[src/rtl/a2d_arb_pkg.sv]
// Shared types and default timing constants for the A2D arbiter.
package a2d_arb_pkg;

   typedef enum logic [1:0] {
      IDLE = 2'd0,
      BUSY = 2'd1,
      GAP  = 2'd2
   } state_t;

   typedef logic        owner_t;
   typedef logic [2:0]  chnl_t;
   typedef logic [11:0] res_t;

   localparam int DEF_TIMEOUT_CYC = 4096;
   localparam int DEF_GAP_CYC     = 2;

endpackage

[src/rtl/a2d_arb.sv]
// Round-robin arbiter sharing one SPI A2D converter between two clients,
// with an inter-conversion gap and a watchdog against a hung converter.
//
// state | meaning
// IDLE  | waiting for req0/req1, arbitrates and launches strt_cnv
// BUSY  | conversion in flight for owner; watchdog running
// GAP   | mandatory idle clocks after a conversion ends; requests ignored
module a2d_arb
   import a2d_arb_pkg::*;
#(
   parameter int TIMEOUT_CYC = DEF_TIMEOUT_CYC,
   parameter int GAP_CYC     = DEF_GAP_CYC
) (
   input  logic        clk,
   input  logic        rst_n,
   input  logic        req0,
   input  logic [2:0]  chnnl0,
   input  logic        req1,
   input  logic [2:0]  chnnl1,
   output logic        gnt0,
   output logic        gnt1,
   output logic        done0,
   output logic        done1,
   output logic        err0,
   output logic        err1,
   output logic [11:0] res0,
   output logic [11:0] res1,
   output logic        strt_cnv,
   output logic [2:0]  chnnl,
   input  logic        cnv_cmplt,
   input  logic [11:0] res
);

   localparam int WD_W  = $clog2(TIMEOUT_CYC + 1);
   localparam int GAP_W = 4;

   state_t            state;
   owner_t            owner;
   owner_t            last_owner;
   owner_t            win;
   logic [WD_W-1:0]   wd_cnt;
   logic [GAP_W-1:0]  gap_cnt;

   // Winner for the current request pattern; a tie goes to whoever did not go last.
   always_comb begin
      win = 1'b0;
      if (req0 && req1) begin
         win = ~last_owner;
      end else if (req1) begin
         win = 1'b1;
      end
   end

   // Sequencer: grant, watch the conversion, return result or abort, then hold off.
   // The watchdog is a down-counter loaded at launch; reaching zero while still
   // busy means TIMEOUT_CYC clocks have elapsed since strt_cnv.
   always_ff @(posedge clk or negedge rst_n) begin
      if (!rst_n) begin
         state      <= IDLE;
         owner      <= 1'b0;
         last_owner <= 1'b1;
         gnt0       <= 1'b0;
         gnt1       <= 1'b0;
         done0      <= 1'b0;
         done1      <= 1'b0;
         err0       <= 1'b0;
         err1       <= 1'b0;
         res0       <= '0;
         res1       <= '0;
         strt_cnv   <= 1'b0;
         chnnl      <= '0;
         wd_cnt     <= '0;
         gap_cnt    <= '0;
      end else begin
         strt_cnv <= 1'b0;
         done0    <= 1'b0;
         done1    <= 1'b0;
         err0     <= 1'b0;
         err1     <= 1'b0;
         case (state)
            IDLE: begin
               if (req0 || req1) begin
                  owner    <= win;
                  gnt0     <= ~win;
                  gnt1     <= win;
                  chnnl    <= win ? chnnl1 : chnnl0;
                  strt_cnv <= 1'b1;
                  wd_cnt   <= WD_W'(TIMEOUT_CYC - 1);
                  state    <= BUSY;
               end
            end
            BUSY: begin
               if (cnv_cmplt) begin
                  if (owner) begin
                     res1  <= res;
                     done1 <= 1'b1;
                  end else begin
                     res0  <= res;
                     done0 <= 1'b1;
                  end
                  gnt0       <= 1'b0;
                  gnt1       <= 1'b0;
                  last_owner <= owner;
                  gap_cnt    <= GAP_W'(GAP_CYC - 1);
                  state      <= GAP;
               end else if (wd_cnt == '0) begin
                  if (owner) begin
                     err1 <= 1'b1;
                  end else begin
                     err0 <= 1'b1;
                  end
                  gnt0       <= 1'b0;
                  gnt1       <= 1'b0;
                  last_owner <= owner;
                  gap_cnt    <= GAP_W'(GAP_CYC - 1);
                  state      <= GAP;
               end else begin
                  wd_cnt <= wd_cnt - 1'b1;
               end
            end
            GAP: begin
               if (gap_cnt == '0) begin
                  state <= IDLE;
               end else begin
                  gap_cnt <= gap_cnt - 1'b1;
               end
            end
            default: state <= IDLE;
         endcase
      end
   end

endmodule

[config.mk]
export PLATFORM = sky130hd
export DESIGN_NAME = a2d_arb
export DESIGN_NICKNAME = d
export VERILOG_FILES = /design/src/rtl/a2d_arb_pkg.sv /design/src/rtl/a2d_arb.sv
export SDC_FILE = /design/constraint.sdc
export NUM_CORES = 1
export LEC_CHECK = 0
export ABC_AREA = 1
export CORE_ASPECT_RATIO = 1.25
export CORE_MARGIN = 4
export CORE_UTILIZATION = 50
export CTS_CLUSTER_DIAMETER = 50
export DETAILED_ROUTE_END_ITERATION = 8
export GPL_ROUTABILITY_DRIVEN = 0
export GPL_TIMING_DRIVEN = 1
export PLACE_DENSITY = 0.82
export SLEW_MARGIN = 20
export SYNTH_ARGS = -nofsm -noshare
export SYNTH_HDL_FRONTEND = slang
export SYNTH_SLANG_ARGS = --single-unit
[constraint.sdc]
create_clock -name clk -period 3.15 [get_ports clk]
set_input_delay 0.7875 -clock clk [delete_from_list [all_inputs] [get_ports clk]]
set_output_delay 0.7875 -clock clk [all_outputs]
set_load 0.01 [all_outputs]
==> out/results.txt <==
status -> complete, no violations
antenna-violating nets left -> 0
CP Buf/Inv Count -> 1
GRT Total Usage -> 0.185
Syn Inst Count -> 315
Crit Path Max Fanout -> 2
Clock transition at path regs -> 0.10 ns
sum of negative setup slack -> 0 ns
worst skew pair latency -> 0.32 ns
setup slack at placement -> 0.945 ns
Initial DRC Count -> 121
vias -> 2122
n_diodes -> 0
cell taking the most area after synthesis -> dfrtp_1
syn_nets -> 341
Mapped Area -> 2600 um^2
crit path capture type -> primary output
ranking of synthesized cells by area -> dfrtp_1 52%, nand2_1 15%, inv_1 5.5%
dpl cells -> 428
grt met1 use -> 0.246
Post-Layout Cell Count -> 436
Arr. time, crit path -> 1.26 ns
synthesized flop and latch total -> 55
DIE HEIGHT -> 88.6 um
dpl cell area -> 3200 um^2
max-slew violations -> 0
Hold WC Path Type -> reg2reg
Rows -> 29
setup bufs post-CTS -> 0
Final min period -> 2.05 ns
drt drc -> 0
core area -> 5040 um^2
CP startpoint kind -> flop
period utilization -> 0.651
Final setup violation count -> 0
Die W -> 72.5 um
WL final -> 5.41 mm
hold_buf cts -> 0
peak supply drop -> 0.587 mV
Avg Inst Size Synth -> 8.25 um^2
GR Overflow Total -> 0
Synth warnings -> 0
CTS tree -> built
dpl hpwl -> 4.00 mm
H-tree Lvls -> 2
Syn-to-layout area delta -> 26.9%
Post-CTS Resized -> 0
drt pass-1 iters -> 5
post-layout instance area -> 3300 um^2
full die area -> 6420 um^2
PwrDens -> 933 nW/um^2
layout cell share with drive strength beyond 1 -> 0.0989
IO buf count -> 56
clk sinks -> 55
RSZ-0062 raised after global routing -> no
GR peak layer -> met2
MaxCap Viol Count -> 0
Yosys top cell area share -> 0.520
M3 GR Usage -> 0.0534
clk_skew -> 0.00807 ns
IO Pins -> 57
Vias/cell -> 4.87
DR WL/cell -> 12.4 um
largest net degree at the start of global routing -> 35
vias in the first global route -> 2065
root buffer cell -> clkbuf_8
clock tree buffer depth -> 2
Slowest Stage Delay on Critical Path -> 0.56 ns
Slowest cell on crit path -> clkdlybuf4s50_1
CTS buffer count -> 5
Worst Setup Path Type -> reg2out
register area share after synthesis -> 0.530
Final Hold Fails -> 0
FMAX -> 0.487 GHz
grt met2 use -> 0.298
kind of cell adding the most delay to the critical path -> buffers and inverters
Worst Tran Pin Value -> 0.730 ns
CP Data Required Time -> 2.36 ns
fin nets -> 399
leak pwr -> 1.61 nW
setup slack after layout -> 1.10 ns
initial core utilization -> 0.515
number of library cell types mapped by synthesis -> 27
worst-path cell chain -> clkdlybuf4s50_1
Rel. slew slack -> 0.514
first-pass GRT wire length -> 9.29 mm
initial antenna violation count -> 0
## sequential cells by signal, indices dropped and copies added (netlist names)
| name | cells |
|---|---|
| done1 | 1 |
| res0 | 12 |
| chnnl | 3 |
| wd_cnt | 13 |
| last_owner | 1 |
| owner | 1 |
| res1 | 12 |
| gap_cnt | 4 |
| strt_cnv | 1 |
| gnt0 | 1 |
| done0 | 1 |
| gnt1 | 1 |
| state | 2 |
| err1 | 1 |
| err0 | 1 |
## synth_stat cells
master,count
nand2_1,101
dfrtp_1,54
inv_1,38
o21ai_1,25
nand3_1,21
nor2_1,15
o21ai_0,14
inv_2,5
nand2_2,5
buf_2,4
nor2_2,4
nor2_4,4
ha_1,3
nand3b_1,3
or2_2,3
a21oi_1,2
buf_6,2
nand3_2,2
nor4_1,2
clkbuf_1,1
dfstp_2,1
nand3_4,1
nand4_1,1
nor3_1,1
o211ai_1,1
o21ai_2,1
xor2_1,1
## layer usage
layer | up-vias | share of wire | routed length (um)
li1 | 1107 | - | -
met1 | 959 | 0.44 | 2390
met2 | 52 | 0.49 | 2660
met3 | 4 | 0.058 | 313
met4 | 0 | 0.0079 | 43
met5 | - | 0 | 0
## kinds of logic (layout without fill, tap and decap cells)
kind of cell               Yosys count  in the layout  synth area share
xor gates and xnor gates             1              1           0.00337
AOI/OAI and AO/OA                   43             43            0.0853
adders and majority gates            3              3            0.0145
buffers and inverters               50            109            0.0800
and+or+nand+nor                    163            163             0.287
DFF                                 55             55             0.530
## placed cells by master, fill, tap and decap left out, types with 3 or more instances in the layout
| master | instances |
|---|---|
| nor2_1 | 15 |
| nand3_1 | 21 |
| o21ai_1 | 25 |
| or2_2 | 3 |
| ha_1 | 3 |
| clkbuf_8 | 5 |
| nor2_4 | 4 |
| o21ai_0 | 14 |
| nand3b_1 | 3 |
| inv_1 | 38 |
| nand2_1 | 101 |
| dfrtp_1 | 54 |
| clkdlybuf4s50_1 | 55 |
| nor2_2 | 4 |
| inv_2 | 5 |
| nand2_2 | 5 |
## layout make-up
| cell class | count | area, um^2 |
|---|---|---|
| Fill cell | 408 | 1750 |
| Timing Repair Buffer | 58 | 571 |
| Tap cell | 62 | 77.6 |
| Clock inverter | 3 | 27.5 |
| Sequential cell | 55 | 1380 |
| Clock buffer | 5 | 68.8 |
| Inverter | 43 | 161 |
| Multi-Input combinational cell | 210 | 1010 |
## power by group
group          switching, W  total (W)  leakage [nW]  internal (W)
clock network      0.000250   0.000415        0.0467      0.000165
registers          0.000240    0.00126         0.679       0.00102
logic              0.000770    0.00140         0.881      0.000631
total               0.00126    0.00307          1.61       0.00181
## worst paths after layout
| path | startpoint | slack [ns] | cells after the start | end |
|---|---|---|---|---|
| min | gap_cnt[1] | 0.48 | 2 | gap_cnt[1] |
| max in group asynchronous | rst_n | 1.99 | 2 | chnnl[2] |
| min reg2reg | gap_cnt[1] | 0.48 | 2 | gap_cnt[1] |
| max reg2reg | wd_cnt[0] | 1.63 | 9 | wd_cnt[4] |
| min in group asynchronous | rst_n | 0.51 | 1 | res0[6] |
| max | res0[9] | 1.10 | 1 | res0[9] |
## stage by stage
stage	util	power (W)	hold slack, ns
2_1_floorplan	-	0.00210	0.442
3_3_place_gp	0.634	0.00263	0.458
3_5_place_dp	0.634	0.00268	0.460
4_1_cts	0.653	0.00310	0.483
5_1_grt	0.653	0.00334	0.511
6_report	0.653	0.00307	0.479
No activity file was read; power rests on OpenSTA's default activity.
